## config.mk

```make
export PLATFORM = sky130hd
export DESIGN_NAME = microsequencer
export DESIGN_NICKNAME = d
export VERILOG_FILES = /design/src/rtl/microsequencer.sv
export SDC_FILE = /design/constraint.sdc
export NUM_CORES = 1
export LEC_CHECK = 0
export ABC_AREA = 1
export BUFFER_PORTS_ARGS = -buffer_cell sky130_fd_sc_hd__buf_4
export CORE_MARGIN = 4
export CORE_UTILIZATION = 30
export CTS_CLUSTER_SIZE = 25
export DETAILED_ROUTE_END_ITERATION = 8
export HOLD_SLACK_MARGIN = 0.06
export SYNTH_ARGS = -nofsm -noshare
export SYNTH_HDL_FRONTEND = slang
export SYNTH_SLANG_ARGS = --single-unit
```

## constraint.sdc

```tcl
create_clock -name clk -period 3.2 [get_ports clk]
set_clock_uncertainty 0.15 [all_clocks]
set_input_delay 0.8 -clock clk [delete_from_list [all_inputs] [get_ports clk]]
set_output_delay 0.8 -clock clk [all_outputs]
set_load 0.03 [all_outputs]
```

## src/rtl/microsequencer.sv

```systemverilog
// Microstep sequencer: walks external microcode per opcode and gates the returned
// control word for conditional abort, memory stall/watchdog, halt/resume and step overflow.
module microsequencer #(
    parameter int unsigned OPCODE_WIDTH = 4,
    parameter int unsigned STEP_WIDTH   = 3,
    parameter int unsigned CW_WIDTH     = 24,
    parameter int unsigned FLAG_COUNT   = 3,
    parameter int unsigned STALL_LIMIT  = 15,
    parameter int unsigned COUNT_WIDTH  = 16
) (
    input  logic                           clk,
    input  logic                           reset,
    input  logic [OPCODE_WIDTH-1:0]        opcode_i,
    input  logic [FLAG_COUNT-1:0]          flags_i,
    output logic [OPCODE_WIDTH+STEP_WIDTH-1:0] ucode_addr_o,
    input  logic [CW_WIDTH+6:0]            ucode_word_i,
    input  logic                           mem_ready_i,
    input  logic                           resume_i,
    output logic [CW_WIDTH-1:0]            control_word_o,
    output logic                           mem_req_o,
    output logic [STEP_WIDTH-1:0]          step_o,
    output logic                           stall_o,
    output logic                           instr_done_o,
    output logic                           halted_o,
    output logic                           ucode_err_o,
    output logic                           timeout_o,
    output logic [COUNT_WIDTH-1:0]         instr_count_o
);

    localparam int unsigned WORD_W = CW_WIDTH + 7;
    localparam int unsigned SC_W   = $clog2(STALL_LIMIT + 1);

    typedef enum logic {
        S_RUN    = 1'b0,
        S_HALTED = 1'b1
    } state_t;

    state_t                 state_q, state_d;
    logic [STEP_WIDTH-1:0]  step_q, step_d, addr_step;
    logic [SC_W-1:0]        stall_cnt_q, stall_cnt_d, stall_inc;
    logic                   err_q, err_d;
    logic                   timeout_q, timeout_d;
    logic [COUNT_WIDTH-1:0] count_q;

    logic                   w_last, w_halt, w_mem, w_cond_en, w_cond_pol;
    logic [1:0]             w_cond_sel;
    logic [CW_WIDTH-1:0]    w_cw;
    logic [3:0]             flags_ext;
    logic                   cond_fail;

    logic [CW_WIDTH-1:0]    cw_c;
    logic                   req_c, stall_c, done_c;

    // Microcode word fields
    assign w_last     = ucode_word_i[WORD_W-1];
    assign w_halt     = ucode_word_i[WORD_W-2];
    assign w_mem      = ucode_word_i[WORD_W-3];
    assign w_cond_en  = ucode_word_i[WORD_W-4];
    assign w_cond_pol = ucode_word_i[WORD_W-5];
    assign w_cond_sel = ucode_word_i[WORD_W-6 -: 2];
    assign w_cw       = ucode_word_i[CW_WIDTH-1:0];

    // Selects beyond FLAG_COUNT read as 0
    assign flags_ext = 4'(flags_i);
    assign cond_fail = w_cond_en && (flags_ext[w_cond_sel] != w_cond_pol);
    assign stall_inc = stall_cnt_q + SC_W'(1);

    always_ff @(posedge clk or negedge reset) begin
        if (!reset) begin
            state_q     <= S_RUN;
            step_q      <= '0;
            stall_cnt_q <= '0;
            err_q       <= 1'b0;
            timeout_q   <= 1'b0;
            count_q     <= '0;
        end else begin
            state_q     <= state_d;
            step_q      <= step_d;
            stall_cnt_q <= stall_cnt_d;
            err_q       <= err_d;
            timeout_q   <= timeout_d;
            count_q     <= count_q + COUNT_WIDTH'(done_c);
        end
    end

    // Next-state and per-cycle step outcome, highest-priority condition first
    always_comb begin
        state_d     = state_q;
        step_d      = step_q;
        stall_cnt_d = stall_cnt_q;
        err_d       = err_q;
        timeout_d   = timeout_q;
        cw_c        = '0;
        req_c       = 1'b0;
        stall_c     = 1'b0;
        done_c      = 1'b0;
        case (state_q)
            S_RUN: begin
                if (w_halt) begin
                    done_c      = 1'b1;
                    state_d     = S_HALTED;
                    step_d      = '0;
                    stall_cnt_d = '0;
                end else if (cond_fail) begin
                    done_c      = 1'b1;
                    step_d      = '0;
                    stall_cnt_d = '0;
                end else if (w_mem && !mem_ready_i) begin
                    req_c       = 1'b1;
                    stall_c     = 1'b1;
                    stall_cnt_d = stall_inc;
                    if (stall_inc == SC_W'(STALL_LIMIT)) begin
                        timeout_d   = 1'b1;
                        state_d     = S_HALTED;
                        step_d      = '0;
                        stall_cnt_d = '0;
                    end
                end else begin
                    cw_c        = w_cw;
                    req_c       = w_mem;
                    stall_cnt_d = '0;
                    if (w_last) begin
                        done_c = 1'b1;
                        step_d = '0;
                    end else if (step_q == '1) begin
                        done_c = 1'b1;
                        step_d = '0;
                        err_d  = 1'b1;
                    end else begin
                        step_d = step_q + STEP_WIDTH'(1);
                    end
                end
            end
            S_HALTED: begin
                if (resume_i) begin
                    state_d   = S_RUN;
                    step_d    = '0;
                    err_d     = 1'b0;
                    timeout_d = 1'b0;
                end
            end
            default: state_d = S_RUN;
        endcase
    end

    // Combinational outputs are held quiet while reset is asserted
    assign addr_step      = (state_q == S_HALTED) ? STEP_WIDTH'(0) : step_q;
    assign ucode_addr_o   = {opcode_i, addr_step};
    assign control_word_o = reset ? cw_c : '0;
    assign mem_req_o      = reset & req_c;
    assign stall_o        = reset & stall_c;
    assign instr_done_o   = reset & done_c;
    assign step_o         = step_q;
    assign halted_o       = (state_q == S_HALTED);
    assign ucode_err_o    = err_q;
    assign timeout_o      = timeout_q;
    assign instr_count_o  = count_q;

endmodule
```

After elaboration in Yosys (flattened, before gate mapping)
Cells that the tools add are included.
{"block": "op_classes", "addsub": 3, "n_lt_le_gt_ge": 1, "n_eq_ne": 12, "n_mux": 52, "bitwise_logic": 4, "n_reduce_logical": 6}
{"op": "$mux W24", "n": 5}
{"op": "$mux W1", "n": 30}
{"op": "$mux W3", "n": 8}
{"op": "$add A16 B1 Y16", "n": 1}
{"op": "$mux W4", "n": 4}
{"op": "$ne A2 B2 Y1 const B", "n": 8}
{"op": "$pmux W1 S2", "n": 3}
{"op": "$pmux W3 S2", "n": 1}
{"op": "$reduce_and A6 Y1", "n": 1}
{"op": "$ne A5 B5 Y1 const B", "n": 1}
{"op": "$reduce_and A5 Y1", "n": 1}
{"op": "$add A4 B1 Y4 const B", "n": 1}
{"op": "$eq A4 B4 Y1 const B", "n": 1}
{"op": "$add A3 B1 Y3 const B", "n": 1}
{"op": "$and A1 B1 Y1", "n": 3}
{"op": "$eq A3 B3 Y1 const B", "n": 1}
{"op": "$lt A2 B3 Y1 const B", "n": 1}
{"op": "$bmux W1 S2", "n": 1}
{"op": "$logic_and A1 B1 Y1", "n": 2}
{"op": "$reduce_and A2 Y1", "n": 1}
{"op": "$logic_not A1 Y1", "n": 1}
{"op": "$ne A1 B1 Y1", "n": 1}
{"op": "$not A1 Y1", "n": 1}
{"block": "totals", "regBits": 26, "input_bits": 42, "output_inout_bits": 56, "wordCells": 84}

Depth between registers and ports, before layout
Gate-level depths: netlist of run 1.
{"block": "logic_depth", "word_depth": 8, "mapped_depth": 19, "depth_no_buf": 19}

Least setup slack after synthesis of run 1
Ideal clock, no wire load.
{"block": "synth_timing", "kind": "input to output", "start": "input ucode_word_i[24]", "end": "output control_word_o[10]", "arrival_ps": 1995, "required_time_ps": 2250, "setup_slack_ps": 255, "cell_stages": 10, "path_buffers": 1, "cell_sequence": "inv_1 -> nand2_1 -> nand3_2 -> nand3_1 -> nand3_2 -> nand2_4 -> nor2_4 -> nand2_4 -> buf_6 -> nor2_1"}
{"block": "synth_between", "elab_chain_len": 8}
{"item": "from (decl)", "line_no": "16", "source": "input logic [CW_WIDTH+6:0] ucode_word_i,"}
{"item": "$bmux W1 S2", "line_no": "65", "source": "assign cond_fail = w_cond_en && (flags_ext[w_cond_sel] != w_cond_pol);"}
{"item": "$mux W1 (implied by the code)", "line_no": "65"}
{"item": "$ne A1 B1 Y1", "line_no": "65"}
{"item": "$logic_and A1 B1 Y1", "line_no": "65"}
{"item": "$mux W24", "line_no": "104", "source": "end else if (cond_fail) begin"}
{"item": "$mux W24", "line_no": "99", "source": "if (w_halt) begin"}
{"item": "$mux W24", "line_no": "97", "source": "case (state_q)"}
{"item": "$mux W24", "line_no": "149", "source": "assign control_word_o = reset ? cw_c : '0;"}
{"item": "to (decl)", "line_no": "19", "source": "output logic [CW_WIDTH-1:0] control_word_o,"}
Every way passes these cells. The select of a mux whose other input is x is not followed.

Worst setup path in the final report of run 1
{"block": "layout_timing", "start": "input ucode_word_i[24]", "end": "output control_word_o[5]"}
Same word-level chain as after synthesis.

==> impl_metrics.py, run 1 <==
metrics = {
    "floorplanning": {
        "die_x_um": 83.4,
        "start_util_pct": 31.0,
        "coreArea_sq_um": 5510,
        "fp.dieArea_sq_um": 6960,
        "ios": 98,
        "rows": 27,
        "dieHeight_um": 83.4,
    },
    "setup_path": {
        "path_cells": "buf_4 -> inv_1 -> nand2_1 -> nand3_2 -> nand3_1 -> nand3_2 -> nand2_4 -> nor2_4 -> nand2_4 -> nor2_1 -> buf_4",
        "startpoint_type": "input pin",
        "cp.arrival_ns": 2.05,
        "cp_max_fo": 24,
        "crit_slowest_cell": "nand2_4",
        "path_buf_inv": 3,
        "critPathKind": "in2out",
        "max_stage_delay_ns": 0.18,
        "critPathCaptureType": "output port",
        "cp_top_family": "simple AND/OR/NAND/NOR gates",
        "worstPathRequired_ns": 2.25,
    },
    "clocking": {
        "ctsRootBufferMaster": "clkbuf_8",
        "clk_latency_ns": 0.27,
        "htree_levels": 1,
        "cts_buffer_depth": 2,
        "clk_pin_slew_ns": 0.09,
        "cts-buffers-inserted": 3,
        "cts_num_sinks": 26,
        "cts_setup_buffers": 0,
        "hold_buffers": 0,
        "tritoncts": "yes",
        "cts_resized": 0,
    },
    "routing": {
        "first_pass_iters": 4,
        "drtAntennaViolNets": 0,
        "drt-vias-per-instance": 4.21,
        "first_iter_violations": 49,
        "wl_mm": 4.25,
        "num_vias": 1624,
        "remaining_drc_errors": 0,
        "post_drt_wl_per_cell_um": 11.0,
    },
    "global_route": {
        "grt_pass1_wl_mm": 7.22,
        "grt_overflow_total": 0,
        "antenna_found_initial": 0,
        "track_usage_pct": 12.3,
        "grt_pass1_vias": 1591,
        "grt_max_degree": 25,
    },
    "timing": {
        "setup_viol": 0,
        "hold_violations": 0,
        "rsz0062_at_grt": "false",
        "maxSlewHeadroom_pct": 75.4,
        "tightestPinTransition_ns": 0.369,
        "period_share_pct": 93.8,
        "whs_ns": 0.222,
        "fmax_mhz": 333,
        "drv_slew": 0,
        "period_needed_ns": 3.00,
        "finalSetupTns_ns": 0,
    },
    "pwr": {
        "finalPower_w": 0.00109,
        "p_comb_share_pct": 38.7,
        "pwr-share-seq_pct": 41.8,
        "p_clk_share_pct": 19.4,
        "p_leak_nw": 1.46,
        "p_sw_w": 0.000424,
        "p_int_w": 0.000663,
        "peakVddDrop_mv": 0.282,
        "swShare_pct": 39.0,
        "power_density_nw_per_um2": 440,
    },
    "final_layout": {
        "fin_cells": 386,
        "areaGrowthSynthToFinish_pct": 44.7,
        "num_antenna_cells": 0,
        "final_cell_mix": "90 x buf_4, 56 x inv_1, 37 x nor2_1, 36 x nand2_1, 26 x dfrtp_1",
        "final_nets": 364,
        "fin_util_pct": 44.9,
        "n_fill_cell": 596,
        "drive_gt1_share_pct": 35.4,
        "final_common_cell": "buf_4",
    },
    "run_status": {
        "status": "completed",
    },
    "synth": {
        "syn_inst": 227,
        "synth_edf_count": 0,
        "ys_seq_elements": 26,
        "synth-async-reset-ratio_pct": 100,
        "ys_warn_count": 0,
        "synth.cell_area_sq_um": 1710,
        "syn_area_per_cell_sq_um": 7.52,
        "syn-num-nets": 276,
        "seq_area_frac_synth_pct": 38.1,
        "yosysUniqueCellTypes": 25,
        "ys_dominant_reg_cell": "dfrtp_1",
    },
    "placed_design": {
        "dpl.hpwl_mm": 3.51,
        "gp_congestion": 0.805,
        "place_inst": 382,
        "io_buffer_count": 89,
    },
    "flow_run": {
        "max_cap_violations": 0,
    },
    "min_path": {
        "min_path_type": "in2async",
    },
}
[state kept, by name, summed over array words and instances, names as in the netlist]
name	count
halted_o	1
instr_count_o	16
stall_cnt_q	4
step_o	3
timeout_o	1
ucode_err_o	1
[final timing paths]
path / startpoint / end / slack (ns) / cells after the start
setup / recovery: ucode_word_i[24] / control_word_o[5] / 0.20 / 11
hold / removal: reset / step_o[0]$_DFFE_PN0P_ / 0.22 / 1
setup reg to reg: step_o[0]$_DFFE_PN0P_ / instr_count_o[14]$_DFF_PN0_ / 0.80 / 14
hold reg to reg: instr_count_o[15]$_DFF_PN0_ / instr_count_o[15]$_DFF_PN0_ / 0.34 / 1
max in group asynchronous: reset / instr_count_o[11]$_DFF_PN0_ / 2.23 / 2
min in group clk: instr_count_o[15]$_DFF_PN0_ / instr_count_o[15]$_DFF_PN0_ / 0.34 / 1
[through the flow]
| stage | setup WS [ns] | cell area (sq um) |
|---|---|---|
| final | 0.199 | 2470 |
| after global routing | 0.0365 | 2470 |
| after CTS | 0.189 | 2470 |
| after detailed placement | 0.176 | 2410 |
| after global placement | 0.208 | 2410 |
| after floorplan | 0.255 | 1710 |
[logic make-up (layout without fill, tap and decap cells)]
| logic type | after synthesis | count (layout) | share of synthesized area (%) |
|---|---|---|---|
| buf+inv | 63 | 150 | 15.7 |
| fa+ha+maj | 7 | 7 | 5.13 |
| simple gates | 108 | 108 | 31.6 |
| flops | 26 | 26 | 38.1 |
| compound gates | 11 | 11 | 3.30 |
| xor+xnor | 12 | 12 | 6.16 |
[cell type report]
type / instances / area (sq um) / share of cell area (%)
Timing Repair Buffer: 90 / 676 / 27.4
Inverter: 56 / 210 / 8.51
Sequential cell: 26 / 651 / 26.3
Clock buffer: 4 / 55.1 / 2.23
Tap cell: 72 / 90.1 / 3.65
Multi-Input combinational cell: 138 / 788 / 31.9
[synthesized netlist by cell type, drive strengths merged, types with 2 or more instances]
cell type   n  share of area (%)
a21oi       5                1.5
dfrtp      26                 38
nor2       44                 12
o21ai       5                1.5
xor2        7                3.6
ha          7                5.1
nand3      14                5.6
xnor2       5                2.6
nand2      38                9.2
or2         2               0.88
buf         7                3.4
nand4       7                2.9
inv        56                 12
[power by group through the flow]
stage	clock (W)	sequential, W	combinational [W]
4_1_cts	0.000221	0.000457	0.000429
2_1_floorplan	0	0.000550	0.000170
3_3_place_gp	0	0.000462	0.000422
5_1_grt	0.000233	0.000467	0.000458
6_report	0.000211	0.000455	0.000421
3_5_place_dp	0	0.000463	0.000428
[metal layers]
layer | global-route usage [%] | wire, um | part of all wire (%)
met4 | 1.90 | 11 | 0.26
met3 | 4.76 | 292 | 6.9
met2 | 20.6 | 2080 | 49
met5 | 0 | 0 | 0
met1 | 15.2 | 1870 | 44
No activity file was read; power rests on OpenSTA's default activity.
==> inputs of run 2 (changes only) <==
--- a/constraint.sdc
+++ b/constraint.sdc
@@ -4,2 +4,2 @@
 set_output_delay 0.8 -clock clk [all_outputs]
-set_load 0.03 [all_outputs]
+set_load 0.05 [all_outputs]
==> impl_metrics.py, run 2 (synthesis results as in run 1) <==
metrics = {
    "pwr": {
        "pwr-share-seq_pct": 36.3,
        "power_density_nw_per_um2": 503,
        "p_clk_share_pct": 22.2,
        "finalPower_w": 0.00126,
        "p_sw_w": 0.000535,
        "peakVddDrop_mv": 0.356,
        "swShare_pct": 42.5,
        "p_leak_nw": 1.47,
        "p_int_w": 0.000723,
        "p_comb_share_pct": 41.5,
    },
    "setup_path": {
        "rr_startpoint": "step_o[0]$_DFFE_PN0P_",
        "critPathKind": "in2out",
        "critPathCaptureType": "output port",
        "cp_max_fo": 24,
        "max_stage_delay_ns": 0.21,
        "path_cells": "buf_4 -> inv_1 -> nand2_1 -> nand3_2 -> nand3_1 -> nand3_2 -> nand2_4 -> nor2_4 -> nand2_8 -> nor2_1 -> buf_4",
        "rr_endpoint": "instr_count_o[14]$_DFF_PN0_",
        "r2r_cells": 14,
        "path_buf_inv": 3,
        "crit_slowest_cell": "buf_4",
        "cp.arrival_ns": 2.09,
        "ff2ff_setup_slack_ns": 0.79,
        "startpoint_type": "input pin",
        "cp_top_family": "simple AND/OR/NAND/NOR gates",
        "worstPathRequired_ns": 2.25,
    },
    "timing": {
        "maxSlewHeadroom_pct": 75.5,
        "period_needed_ns": 3.04,
        "tightestPinTransition_ns": 0.367,
        "period_share_pct": 95.1,
        "setup_viol": 0,
        "finalSetupTns_ns": 0,
        "rsz0062_at_grt": "false",
        "drv_slew": 0,
        "hold_violations": 0,
        "fmax_mhz": 328,
    },
    "global_route": {
        "grt_use_met2_pct": 22.7,
        "track_usage_pct": 13.4,
        "grt.met3_usage_pct": 4.46,
        "antenna_found_initial": 0,
        "grt_pass1_vias": 1711,
        "grt_max_degree": 25,
        "grt_pass1_wl_mm": 7.87,
        "met1_usage_pct": 16.5,
        "grt_overflow_total": 0,
        "top_usage_layer": "met2",
    },
    "routing": {
        "first_iter_violations": 67,
        "remaining_drc_errors": 0,
        "wl_mm": 4.51,
        "drtAntennaViolNets": 0,
        "first_pass_iters": 4,
        "num_vias": 1633,
        "drt-vias-per-instance": 4.23,
        "post_drt_wl_per_cell_um": 11.7,
    },
    "clocking": {
        "cts_setup_buffers": 0,
        "tritoncts": "yes",
        "htree_levels": 1,
        "clk_pin_slew_ns": 0.10,
        "cts_buffer_depth": 2,
        "clk_latency_ns": 0.28,
        "ctsRootBufferMaster": "clkbuf_8",
        "cts-buffers-inserted": 3,
        "cts_num_sinks": 26,
    },
    "placed_design": {
        "dpl.hpwl_mm": 3.68,
        "io_buffer_count": 89,
        "gp_congestion": 0.820,
    },
    "floorplanning": {
        "rows": 27,
        "start_util_pct": 31.0,
        "fp.dieArea_sq_um": 6960,
        "die_x_um": 83.4,
        "ios": 98,
        "dieHeight_um": 83.4,
        "coreArea_sq_um": 5510,
    },
    "flow_run": {
        "max_cap_violations": 0,
    },
    "final_layout": {
        "final_cell_mix": "89 x buf_4, 56 x inv_1, 37 x nor2_1, 36 x nand2_1, 26 x dfrtp_1",
        "final_nets": 364,
        "areaGrowthSynthToFinish_pct": 46.7,
        "largest_register_ffs": 16,
        "drive_gt1_share_pct": 35.7,
        "num_antenna_cells": 0,
        "final_common_cell": "buf_4",
    },
    "run_status": {
        "status": "completed",
    },
    "min_path": {
        "min_path_type": "in2async",
    },
}
==> run 2: cell count changes in the layout (fill, tap and decap cells not counted) <==
| cell | before | now |
|---|---|---|
| buf_4 | 90 | 89 |
| buf_6 | 0 | 1 |
| bufinv_16 | 0 | 1 |
| clkbuf_8 | 4 | 3 |
| nand2_4 | 2 | 1 |
| nand2_8 | 0 | 1 |
| nor3_1 | 1 | 0 |
| nor3_2 | 0 | 1 |
==> run 2: what timing repair did <==
action	4_1_cts	5_1_grt
endpoints found under the setup margin	0	15
hold buffers	0	0
hold endpoints to repair	0	0
resized for setup	0	2
==> run 2: worst max-delay path by stage <==
stage                startpoint                 end  cells after the start
2_1_floorplan  ucode_word_i[24]  control_word_o[10]                     10
3_3_place_gp   ucode_word_i[24]  control_word_o[11]                     11
3_5_place_dp   ucode_word_i[24]  control_word_o[11]                     11
4_1_cts        ucode_word_i[24]  control_word_o[11]                     11
5_1_grt        ucode_word_i[24]  control_word_o[16]                     11
6_report       ucode_word_i[24]  control_word_o[11]                     11
==> run 2: through the flow <==
step           std cells  cell area [sq um]  setup slack (ns)  utilization [%]  hold WS (ns)
6_report             386               2500             0.156             45.5         0.222
5_1_grt              386               2500           0.00102             45.5         0.206
4_1_cts              386               2490             0.110             45.2         0.204
3_5_place_dp         382               2420             0.112             43.9         0.311
3_3_place_gp         382               2420             0.133             43.9         0.312
2_1_floorplan        227               1710           0.00607                -         0.354
==> run 2: worst register-to-register path, stage by stage (launching register included) <==
cell	delay, ns
dfrtp_1	0.42
ha_1	0.18
ha_1	0.15
nor2_1	0.05
inv_1	0.08
nand2_1	0.08
nand2_1	0.11
ha_1	0.16
ha_1	0.16
nand3_2	0.09
or2_4	0.26
nor2_4	0.10
nand4_2	0.11
nor2_2	0.11
xor2_1	0.14
==> run 2: metal layers <==
layer / up-vias / wire length, um
li1: 842 / -
met1: 745 / 1880
met2: 40 / 2330
met3: 6 / 257
met4: 0 / 48
met5: - / 0
==> run 2: power by group through the flow <==
stage,registers [W],clock network (W),logic [W]
floorplan,0.000628,0,0.000193
finish,0.000457,0.000279,0.000522
CTS,0.000460,0.000290,0.000527
detailed placement,0.000465,0,0.000526
global placement,0.000463,0,0.000519
global route,0.000472,0.000305,0.000565
==> run 2: area by class of cell <==
| class | count | area, sq um |
|---|---|---|
| multi-input combinational | 138 | 802 |
| clock buffer | 3 | 41.3 |
| inverter | 56 | 210 |
| sequential | 26 | 651 |
| clock inverter | 1 | 30.0 |
| fill | 574 | 3000 |
| timing repair buffer | 90 | 679 |
| tap | 72 | 90.1 |
==> inputs of run 3 (changes only) <==
- MAX_ROUTING_LAYER: unset -> met4
==> impl_metrics.py, run 3 (synthesis results as in run 1) <==
metrics = {
    "clocking": {
        "ctsRootBufferMaster": "clkbuf_8",
        "cts_num_sinks": 26,
        "cts_buffer_depth": 2,
        "tritoncts": "yes",
        "htree_levels": 1,
        "cts-buffers-inserted": 3,
        "clk_latency_ns": 0.28,
        "cts_setup_buffers": 0,
        "clk_pin_slew_ns": 0.10,
    },
    "final_layout": {
        "multiInputGateArea_sq_um": 802,
        "final_nets": 364,
        "largest_register_ffs": 16,
        "final_cell_mix": "89 x buf_4, 56 x inv_1, 37 x nor2_1, 36 x nand2_1, 26 x dfrtp_1",
        "fin_util_pct": 45.5,
        "n_fill_cell": 574,
        "seqCellArea_sq_um": 651,
        "num_antenna_cells": 0,
        "drive_gt1_share_pct": 35.7,
        "areaGrowthSynthToFinish_pct": 46.7,
        "final_common_cell": "buf_4",
    },
    "placed_design": {
        "io_buffer_count": 89,
        "dpl.hpwl_mm": 3.68,
        "gp_congestion": 0.832,
        "place_ws_ns": 0.112,
    },
    "timing": {
        "whs_ns": 0.220,
        "setup_viol": 0,
        "hold_violations": 0,
        "drv_slew": 0,
        "finalSetupTns_ns": 0,
        "tightestPinTransition_ns": 0.361,
        "timing.final.ws_setup_ns": 0.156,
        "period_share_pct": 95.1,
        "period_needed_ns": 3.04,
        "fmax_mhz": 328,
        "rsz0062_at_grt": "false",
        "maxSlewHeadroom_pct": 76.0,
    },
    "floorplanning": {
        "die_x_um": 83.4,
        "ios": 98,
        "rows": 27,
        "coreArea_sq_um": 5510,
        "fp.dieArea_sq_um": 6960,
        "start_util_pct": 31.0,
        "dieHeight_um": 83.4,
    },
    "pwr": {
        "power_density_nw_per_um2": 503,
        "p_int_w": 0.000723,
        "peakVddDrop_mv": 0.356,
        "swShare_pct": 42.6,
        "p_leak_nw": 1.47,
        "pwr-share-seq_pct": 36.3,
        "p_comb_share_pct": 41.4,
        "finalPower_w": 0.00126,
        "p_sw_w": 0.000536,
        "p_clk_share_pct": 22.2,
    },
    "routing": {
        "first_iter_violations": 62,
        "drtAntennaViolNets": 0,
        "post_drt_wl_per_cell_um": 11.7,
        "first_pass_iters": 5,
        "drt-vias-per-instance": 4.22,
        "num_vias": 1630,
        "wl_mm": 4.51,
        "remaining_drc_errors": 0,
    },
    "setup_path": {
        "critPathKind": "in2out",
        "cp.arrival_ns": 2.09,
        "max_stage_delay_ns": 0.21,
        "r2r_cells": 14,
        "rr_startpoint": "step_o[0]$_DFFE_PN0P_",
        "worstPathRequired_ns": 2.25,
        "critPathCaptureType": "output port",
        "cp_max_fo": 24,
        "ff2ff_setup_slack_ns": 0.79,
        "rr_endpoint": "instr_count_o[14]$_DFF_PN0_",
        "path_cells": "buf_4 -> inv_1 -> nand2_1 -> nand3_2 -> nand3_1 -> nand3_2 -> nand2_4 -> nor2_4 -> nand2_8 -> nor2_1 -> buf_4",
        "crit_slowest_cell": "buf_4",
        "startpoint_type": "input pin",
    },
    "global_route": {
        "grt_overflow_total": 0,
        "grt_pass1_vias": 1702,
        "track_usage_pct": 13.8,
        "grt_pass1_wl_mm": 7.89,
        "grt_max_degree": 25,
        "antenna_found_initial": 0,
    },
    "run_status": {
        "status": "completed",
    },
    "flow_run": {
        "max_cap_violations": 0,
    },
    "min_path": {
        "min_path_type": "in2async",
    },
}
-- run 3: cell counts in the layout (fill, tap and decap cells not counted) --
Identical to the previous run, type by type.
-- run 3: cell type report --
class / count / area share (%)
clock buffers: 3 / 1.65
repair buffers: 90 / 27.1
flip-flops and latches: 26 / 26.0
inverters: 56 / 8.40
well taps: 72 / 3.60
multi-input cells: 138 / 32.0
clock inverters: 1 / 1.20
-- run 3: routing by layer --
metal	global-route usage, %	share of wire [%]
met1	16.6	42
met2	22.7	52
met3	4.17	5.4
met4	3.22	1.1
met5	-	0
-- run 3: worst max path at each step --
| stage | from | endpoint |
|---|---|---|
| floorplan | ucode_word_i[24] | control_word_o[10] |
| global placement | ucode_word_i[24] | control_word_o[11] |
| detailed placement | ucode_word_i[24] | control_word_o[11] |
| CTS | ucode_word_i[24] | control_word_o[11] |
| global route | ucode_word_i[24] | control_word_o[16] |
| finish | ucode_word_i[24] | control_word_o[11] |
-- run 3: what timing repair did --
action | CTS | global route
resized for setup | 0 | 2
hold endpoints to repair | 0 | 0
hold buffers | 0 | 0
endpoints found under the setup margin | 0 | 15
-- run 3: worst max-delay path: cells and delay by family --
kind                   cells  cell delay (ns)
and+or+nand+nor            8             0.90
buffers and inverters      3             0.39
-- run 3: power groups by stage --
stage | combinational (W) | clock, W | sequential [W]
2_1_floorplan | 0.000193 | 0 | 0.000628
3_3_place_gp | 0.000519 | 0 | 0.000463
3_5_place_dp | 0.000526 | 0 | 0.000465
4_1_cts | 0.000527 | 0.000290 | 0.000460
5_1_grt | 0.000565 | 0.000305 | 0.000472
6_report | 0.000522 | 0.000280 | 0.000457
-- run 3: through the flow --
| step | instance area (sq um) | instances |
|---|---|---|
| after floorplan | 1710 | 227 |
| after global placement | 2420 | 382 |
| after detailed placement | 2420 | 382 |
| after CTS | 2490 | 386 |
| after global routing | 2500 | 386 |
| final | 2500 | 386 |
